`config.mk`:
```
export PLATFORM = sky130hd
export DESIGN_NAME = sn74ls194_seq_flat
export DESIGN_NICKNAME = d
export VERILOG_FILES = /design/src/rtl/sn74ls194_seq_pkg.sv /design/src/rtl/sn74ls194_seq_if.sv /design/src/rtl/sn74ls194_seq_cnt.sv /design/src/rtl/sn74ls194_seq.sv /design/src/flat_wrapper.sv
export SDC_FILE = /design/constraint.sdc
export NUM_CORES = 1
export LEC_CHECK = 0
export BUFFER_PORTS_ARGS = -buffer_cell sky130_fd_sc_hd__clkbuf_2
export CAP_MARGIN = 10
export CORE_MARGIN = 2
export CORE_UTILIZATION = 55
export DETAILED_ROUTE_END_ITERATION = 6
export PLACE_DENSITY = 0.92
export SETUP_SLACK_MARGIN = 0.3
export SLEW_MARGIN = 20
export SYNTH_ARGS = -nofsm -noshare
export SYNTH_HDL_FRONTEND = slang
export SYNTH_SLANG_ARGS = --single-unit
```
`constraint.sdc`:
```
create_clock -name clk -period 3.6 [get_ports clk]
set_input_delay 0.54 -clock clk [delete_from_list [all_inputs] [get_ports clk]]
set_output_delay 0.54 -clock clk [all_outputs]
set_load 0.01 [all_outputs]
```
`src/rtl/sn74ls194_seq_pkg.sv`:
```
// Shared types for the sn74ls194 sequencer: FSM states, '194 mode codes,
// captured request bundle and a one-step model of the driven '194.
package sn74ls194_seq_pkg;

  typedef enum logic [1:0] {
    S_IDLE  = 2'd0,
    S_LOAD  = 2'd1,
    S_SHIFT = 2'd2,
    S_DONE  = 2'd3
  } state_t;

  typedef enum logic [1:0] {
    M_INH = 2'b00,
    M_SR  = 2'b01,
    M_SL  = 2'b10,
    M_LD  = 2'b11
  } mode_t;

  typedef struct packed {
    logic rot;
    logic dir;
    logic sin;
  } cfg_t;

  // q[0]=QA .. q[3]=QD; right moves QA->QD, left moves QD->QA
  function automatic logic [3:0] ls194_next(
    input mode_t      m,
    input logic [3:0] q,
    input logic [3:0] d,
    input logic       r,
    input logic       l
  );
    logic [3:0] n;
    n = q;
    unique case (m)
      M_SR:    n = {q[2:0], r};
      M_SL:    n = {l, q[3:1]};
      M_LD:    n = d;
      default: n = q;
    endcase
    return n;
  endfunction

endpackage

```
`src/rtl/sn74ls194_seq_if.sv`:
```
// Pin bundle between the sequencer and one sn74ls194.
// master: mode s1/s0, data d, serial r/l out; q back in.
interface sn74ls194_seq_if;
  logic       s1;
  logic       s0;
  logic [3:0] d;
  logic       r;
  logic       l;
  logic [3:0] q;

  modport master (
    output s1, s0, d, r, l,
    input  q
  );

  modport slave (
    input  s1, s0, d, r, l,
    output q
  );
endinterface

```
`src/rtl/sn74ls194_seq_cnt.sv`:
```
// Loadable down counter for the shift step count.
// clk/clr, load+val, dec; cnt value, zero and last (cnt==1) flags.
module sn74ls194_seq_cnt #(
  parameter int CNTW = 4
) (
  input  logic            clk,
  input  logic            clr,
  input  logic            load,
  input  logic            dec,
  input  logic [CNTW-1:0] val,
  output logic [CNTW-1:0] cnt,
  output logic            zero,
  output logic            last
);

  assign zero = (cnt == '0);
  assign last = (cnt == CNTW'(1));

  always_ff @(posedge clk or negedge clr) begin
    if (!clr) begin
      cnt <= '0;
    end else if (load) begin
      cnt <= val;
    end else if (dec && !zero) begin
      cnt <= cnt - CNTW'(1);
    end
  end

endmodule

```
`src/rtl/sn74ls194_seq.sv`:
```
// Sequencer for one '194: optional load, N shift/rotate steps, then inhibit.
// clk/clr, request inputs, busy/done status, ls = '194 pin bundle.
module sn74ls194_seq
  import sn74ls194_seq_pkg::*;
#(
  parameter int CNTW = 4
) (
  input  logic            clk,
  input  logic            clr,
  input  logic            start,
  input  logic            ld,
  input  logic            rot,
  input  logic            dir,
  input  logic [CNTW-1:0] len,
  input  logic [3:0]      din,
  input  logic            sin,
  output logic            busy,
  output logic            done,
  sn74ls194_seq_if.master ls
);

  state_t          state;
  state_t          state_nxt;
  mode_t           mode_q;
  mode_t           mode_nxt;
  cfg_t            cfg_q;
  cfg_t            cfg_cur;
  logic [3:0]      d_q;
  logic [3:0]      d_nxt;
  logic [3:0]      q_pred;
  logic            r_q;
  logic            r_nxt;
  logic            l_q;
  logic            l_nxt;
  logic            go;
  logic [CNTW-1:0] cnt;
  logic            cnt_zero;
  logic            cnt_last;

  assign go = (state == S_IDLE) && start;

  // a shift entered straight from IDLE uses the live request
  assign cfg_cur = (state == S_IDLE) ? cfg_t'({rot, dir, sin}) : cfg_q;

  // outputs are registered and the '194 acts one edge later, so rotate
  // feedback must come from q as it will be after the pending action
  assign q_pred = ls194_next(mode_q, ls.q, d_q, r_q, l_q);

  assign ls.s1 = mode_q[1];
  assign ls.s0 = mode_q[0];
  assign ls.d  = d_q;
  assign ls.r  = r_q;
  assign ls.l  = l_q;

  sn74ls194_seq_cnt #(
    .CNTW (CNTW)
  ) u_cnt (
    .clk  (clk),
    .clr  (clr),
    .load (go),
    .dec  (state == S_SHIFT),
    .val  (len),
    .cnt  (cnt),
    .zero (cnt_zero),
    .last (cnt_last)
  );

  always_comb begin
    state_nxt = state;
    unique case (state)
      S_IDLE: begin
        if (start) begin
          if (ld)               state_nxt = S_LOAD;
          else if (len != '0)   state_nxt = S_SHIFT;
          else                  state_nxt = S_DONE;
        end
      end
      S_LOAD:  state_nxt = cnt_zero ? S_DONE : S_SHIFT;
      S_SHIFT: state_nxt = cnt_last ? S_DONE : S_SHIFT;
      default: state_nxt = S_IDLE;
    endcase
  end

  always_comb begin
    mode_nxt = M_INH;
    d_nxt    = d_q;
    r_nxt    = 1'b0;
    l_nxt    = 1'b0;
    unique case (state_nxt)
      S_LOAD: begin
        mode_nxt = M_LD;
        d_nxt    = din;
      end
      S_SHIFT: begin
        mode_nxt = cfg_cur.dir ? M_SL : M_SR;
        unique case (1'b1)
          cfg_cur.dir && cfg_cur.rot:   l_nxt = q_pred[0];
          cfg_cur.dir && !cfg_cur.rot:  l_nxt = cfg_cur.sin;
          !cfg_cur.dir && cfg_cur.rot:  r_nxt = q_pred[3];
          default:                      r_nxt = cfg_cur.sin;
        endcase
      end
      default: ;
    endcase
  end

  always_ff @(posedge clk or negedge clr) begin
    if (!clr) begin
      state  <= S_IDLE;
      mode_q <= M_INH;
      cfg_q  <= '0;
      d_q    <= '0;
      r_q    <= 1'b0;
      l_q    <= 1'b0;
      busy   <= 1'b0;
      done   <= 1'b0;
    end else begin
      state  <= state_nxt;
      mode_q <= mode_nxt;
      if (go) cfg_q <= cfg_t'({rot, dir, sin});
      d_q    <= d_nxt;
      r_q    <= r_nxt;
      l_q    <= l_nxt;
      busy   <= (state_nxt != S_IDLE);
      done   <= (state_nxt == S_DONE);
    end
  end

endmodule

```
`src/flat_wrapper.sv`:
```
// flat-port wrapper written by rule: the top's interface ports become plain ports
module sn74ls194_seq_flat import sn74ls194_seq_pkg::*;
#(
  parameter int CNTW = 4
)
  (clk, clr, start, ld, rot, dir, len, din, sin, busy, done, ls_s1, ls_s0, ls_d, ls_r, ls_l, ls_q);
  sn74ls194_seq_if ls_i ();
  input  logic clk;
  input  logic clr;
  input  logic start;
  input  logic ld;
  input  logic rot;
  input  logic dir;
  input  logic [CNTW-1:0] len;
  input  logic [3:0] din;
  input  logic sin;
  output logic busy;
  output logic done;
  output wire logic [$bits(ls_i.s1)-1:0] ls_s1;
  output wire logic [$bits(ls_i.s0)-1:0] ls_s0;
  output wire logic [$bits(ls_i.d)-1:0] ls_d;
  output wire logic [$bits(ls_i.r)-1:0] ls_r;
  output wire logic [$bits(ls_i.l)-1:0] ls_l;
  input wire logic [$bits(ls_i.q)-1:0] ls_q;
  assign ls_s1 = ls_i.s1;
  assign ls_s0 = ls_i.s0;
  assign ls_d = ls_i.d;
  assign ls_r = ls_i.r;
  assign ls_l = ls_i.l;
  assign ls_i.q = ls_q;
  sn74ls194_seq #(.CNTW(CNTW)) u_core (.clk(clk), .clr(clr), .start(start), .ld(ld), .rot(rot), .dir(dir), .len(len), .din(din), .sin(sin), .busy(busy), .done(done), .ls(ls_i));
endmodule
```
# == Word-level counts from Yosys, hierarchy flattened ==
# Index checks and enable logic that the tools add are counted.
# totals
reg_bits,19
output_inout_bits,10
# classes
add_sub_neg,1
eq_ne,9
muxes,16
n_reduce_logical,14
# op_table
cell,n
$pmux 4 s3,1
$eq 2x2->1 const B,5
$mux 4,2
$eq 2x1->1 const B,3
$mux 2,3
$pmux 2 s3,1
$logic_and 1x1->1,5
$mux 1,5
$eq 4x1->1 const B,1
$logic_not 4->1,1
$pmux 1 s2,2
$pmux 2 s2,1
$reduce_bool 2->1,2
$reduce_bool 4->1,1
$sub 4x1->4 const B,1
$logic_not 1->1,3
$mux 3,1
$logic_not 2->1,1
$reduce_or 2->1,1

# == Depth between registers and ports, before layout ==
# depth
word_depth,7
ltp_mapped,8

# == By module ==
# A second synthesis with hierarchy kept.
# unflattened
cells_unflattened,94
area_unflattened_um2,1067.3
# modules_own_cells
module,instances,cells_per_inst,area_per_inst_um2,seq_area_each_um2
sn74ls194_seq,1,64,800.8,375.4
sn74ls194_seq_cnt,1,30,266.5,100.1

# == Worst setup path after synthesis ==
# OpenSTA, ideal clock, no wires.
# synth_path
kind,flip-flop to flip-flop
from,register u_core.u_cnt.cnt[0]
to,register u_core.d_q[0] (netlist: u_core.ls.d[0])
setup_time_ns,0.125
arrival_time_ns,1.907
setup_slack_ns,1.568
stages_incl_launch_ff,8
n_path_buf,0
period_less_slack_ns,2.032
cell_sequence,dfrtp_1 inv_1 ha_1 a22oi_1 or3_1 a21oi_1 ha_1 mux2_2
# synth_via
elab_chain_len,4
# synth_lines
element,line_no,source
start: declaration,sn74ls194_seq_cnt.sv:11,"output logic [CNTW-1:0] cnt,"
start signal: assignment,sn74ls194_seq_cnt.sv:23,cnt <= val;
start signal: assignment,sn74ls194_seq_cnt.sv:25,cnt <= cnt - CNTW'(1);
$eq 4x1->1 or $logic_not 4->1 (tied branches),"sn74ls194_seq_cnt.sv:17, sn74ls194_seq_cnt.sv:16",
$mux 1 (on tied branches),"sn74ls194_seq.sv:79, sn74ls194_seq.sv:78",
$pmux 2 s3 *,sn74ls194_seq.sv:70,unique case (state)
net u_core.state_nxt[0],sn74ls194_seq.sv:23,state_t state_nxt;
$eq 2x1->1 *,sn74ls194_seq.sv:89,unique case (state_nxt)
end signal: assignment,sn74ls194_seq.sv:121,d_q <= d_nxt;
end: declaration,sn74ls194_seq.sv:28,logic [3:0] d_q;
# The timed path passes the listed nets; every way through them passes the cells marked *.
# A chain may end at the register's enable or synchronous reset.

# == Worst setup path in the final report ==
# layout_path
from,register u_core.state[0]
to,register u_core.d_q[0] (netlist: u_core.ls.d[0])
# layout_via
elab_chain_len,3
# layout_lines
element,line_no,source
start: declaration,sn74ls194_seq.sv:22,state_t state;
start signal: assignment,sn74ls194_seq.sv:118,state <= state_nxt;
$eq 2x2->1 (tied with other cells),sn74ls194_seq.sv:70,
$pmux 2 s3 *,sn74ls194_seq.sv:70,
net u_core.state_nxt[0],sn74ls194_seq.sv:23,
$eq 2x1->1 *,sn74ls194_seq.sv:89,
# Marks and branches as above.

==> summary.txt <==
Finish
  • Area of the multi-input gates: approximately 590 um2
  • Share of layout cells above drive strength 1: approximately 38%
  • Area grow syn2layout: 17.2%
  • Fillers: 152
  • Non-filler cells, final: 151
  • Design Area, Final: about 1300 um2
  • ANT cells: 0
  • Register area: 475 um2
  • Final Net Count: roughly 160

Clocking
  • Worst-path clk slew: 0.11 ns
  • CTS buffer count: 3
  • CTS root buf: clkbuf_4
  • Number of hold buffers added after cts: 0
  • CTS Buffer Depth: 2
  • Post-CTS resize count: 0
  • Num Clock Sinks: 19
  • CTS H-tree lvls: 1
  • CTS tree: built
  • Clk_lat worst skew: roughly 0.30 ns
  • Setup repair bufs after CTS: 0

Global routing
  • Initial antenna violation count: 0
  • Grt ovf: 0
  • Largest net degree at the start of global routing: 20
  • Gr usage total: around a fifth
  • Vias in the first global route: roughly 860
  • Global-route wire length before repair: a little under 4 mm

Floorplanning
  • DIE AREA: 2370 um2
  • Initial Utilization: 57.2%
  • Rows: 16
  • Die height: just under 50 um
  • Core Box Area: roughly 1900 um2
  • Io pins: 29
  • Die Span X: about 50 um

Setup path
  • Critical path cell sequence: inv_1 -> ha_1 -> o221ai_1 -> a21oi_1 -> ha_1 -> mux2_2
  • Worst Setup Start Kind: flip-flop
  • Slowest cell delay on critical path: between 0.4 and 0.5 ns
  • Crit. End Element: flip-flop
  • CP required: 3.79 ns
  • CP max FO: 10
  • RR Startpoint: u_core.state[0]
  • Crit path DAT: ~2.5 ns
  • R2R setup slack: 1.25 ns
  • CP startpoint: u_core.state[0]
  • CP max stage cell: dfrtp_1
  • Most frequent CP cell: ha_1
  • Worst Setup Path Type: flip-flop to flip-flop

STA
  • Worst slew margin: 68.9%
  • RSZ-0062 raised after global routing: no
  • Final Setup Violations: 0
  • Final min period: ~2.3 ns
  • TNS Setup: 0 ns
  • Max-slew violation count: 0
  • Period utilization: roughly 65%
  • Final hold viol count: 0
  • Max Freq: 0.426 GHz
  • Slew @ Worst Pin: between 0.4 and 0.5 ns
  • Final clock skew: 0.00778 ns

Route
  • Wire per inst: roughly 14 um
  • Number of DRC markers in iteration 0: 6
  • Routed Antenna Nets: 0
  • Vias: around 800
  • Initial DRT Pass Iterations: 4
  • Vias per inst: roughly 5.5
  • Drc violations: 0
  • Routed wire length: 2.19 mm

Logic synthesis
  • Netlist cell types: 30
  • Register area share after synthesis: 43.2%
  • Syn nets: 124
  • Synth Area per Inst: between 10 and 15 um2
  • Synthesized instance count: between 90 and 100
  • Post-Syn Area: approximately 1100 um2
  • Ys Warns: 0
  • Synthesized flop and latch total: 19

Pwr
  • IR drop worst, VDD: 0.522 mV
  • LEAKAGE: around 0.62 nW
  • Cell Pwr Density: about 830 nW/um2

Flow run
  • Max-cap viol count: 0

Place
  • IO Port Bufs: 28
  • Placed cell area: roughly 1300 um2
  • Final GP Congestion: 0.831
  • HPWL after DPL: 1.76 mm
  • Cells after DPL: around 150

Status
  • Status: complete, no violations

Worst hold path
  • Hold Crit Class: input pin to async pin
==> worst max-delay path: cells and delay by family (launching register included) <==
kind	cells	cell delay [ns]
adder cells (fa/ha/maj)	2	0.79
AO/OA/AOI/OAI	2	0.55
flip-flops	1	0.44
multiplexers	1	0.37
buffers and inverters	1	0.10
==> area by class of cell <==
| cell class | count | area share (%) |
|---|---|---|
| inverter | 7 | 2.04 |
| multi-input combinational | 66 | 45.5 |
| clock buffer | 4 | 2.04 |
| timing repair buffer | 28 | 10.9 |
| tap | 27 | 2.62 |
| sequential | 19 | 36.9 |
==> worst paths after layout <==
kind	to	cells past startpoint
max in group asynchronous	u_core.ls.d[0]	1
setup / recovery	u_core.ls.d[0]	6
setup reg to reg	u_core.ls.d[0]	6
min in group clk	u_core.ls.d[1]	2
hold reg to reg	u_core.ls.d[2]	1
hold / removal	u_core.cfg_q[0]	1
==> sequential cells by signal, indices dropped and copies added (netlist names) <==
| register | cells |
|---|---|
| u_core.state | 2 |
| u_core.cfg_q | 3 |
| u_core.ls.d | 4 |
| u_core.done | 1 |
| u_core.u_cnt.cnt | 4 |
| u_core.ls.r | 1 |
| u_core.ls.l | 1 |
| u_core.busy | 1 |
| u_core.mode_q | 2 |
==> where the power goes <==
group / switching (W) / internal [W] / total (W)
logic: 0.000291 / 0.000267 / 0.000558
clock network: 0.0000635 / 0.0000432 / 0.000107
registers: 0.0000849 / 0.000314 / 0.000399
total: 0.000439 / 0.000624 / 0.00106
==> cells in the final DEF, fill, tap and decap left out, drive strengths merged <==
cell type / netlist / layout
clkbuf: 0 / 32
a31oi: 3 / 3
nor3b: 1 / 1
a21o: 1 / 1
nor3: 2 / 2
o221ai: 1 / 1
a21oi: 4 / 4
a22oi: 1 / 1
nor2: 7 / 7
ha: 12 / 12
o21ai: 1 / 1
nor4b: 1 / 1
nand2b: 1 / 1
or2: 2 / 2
nor2b: 2 / 2
o311ai: 1 / 1
a211o: 1 / 1
mux2: 8 / 8
o211ai: 1 / 1
or3: 2 / 2
mux4: 2 / 2
nor4: 1 / 1
nand2: 4 / 4
or3b: 1 / 1
inv: 7 / 7
dfrtp: 19 / 19
nand3: 2 / 2
mux2i: 3 / 3
a2111o: 1 / 1
==> synthesized netlist by cell type <==
library cell	count	area share (%)
a2111o_1	1	1.0
mux2i_1	3	2.7
a22oi_1	1	0.68
nor3b_2	1	1.1
nand2_2	1	0.57
nand3_1	2	0.91
nor4_1	1	0.57
or2_1	2	1.1
a31oi_1	3	1.7
o21ai_0	1	0.45
a21oi_1	4	1.8
mux4_2	2	4.1
or3_1	2	1.1
o311ai_2	1	1.5
o211ai_1	1	0.68
o221ai_1	1	0.80
a211o_1	1	0.80
or3b_1	1	0.80
nor2b_1	2	1.1
inv_1	7	2.4
ha_1	12	14
dfrtp_1	19	43
buf_6	1	1.0
a21o_1	1	0.68
nor3_2	2	1.8
nor4b_2	1	1.4
nand2b_1	1	0.57
nor2_1	7	2.4
nand2_1	3	1.0
mux2_2	8	8.2
==> metal layers <==
layer / vias to the layer above / track usage (%) / part of all wire (%)
li1: 393 / - / -
met1: 408 / 27.0 / 41
met2: 18 / 36.3 / 55
met3: 5 / 3.09 / 2.7
met4: 0 / 8.10 / 1.6
met5: - / 0 / 0
==> logic make-up after synthesis <==
logic type | after synthesis | synth area share (%)
AO/OA/AOI/OAI | 15 | 10.1
adder cells (fa/ha/maj) | 12 | 13.7
buffers and inverters | 8 | 3.41
flip-flops | 19 | 43.2
multiplexers | 13 | 15.0
AND/OR/NAND/NOR | 26 | 14.6
==> per-stage QoR <==
step	hold slack [ns]	total power (W)	worst slack, ns	utilization (%)
global placement	0.492	0.000917	1.36	65.7
floorplan	0.244	0.000804	1.57	-
detailed placement	0.507	0.000961	1.24	65.7
global route	0.194	0.00116	1.10	67.1
finish	0.171	0.00106	1.25	67.1
CTS	0.186	0.00107	1.23	67.1
Note: power is estimated with default switching activity, not from simulation.
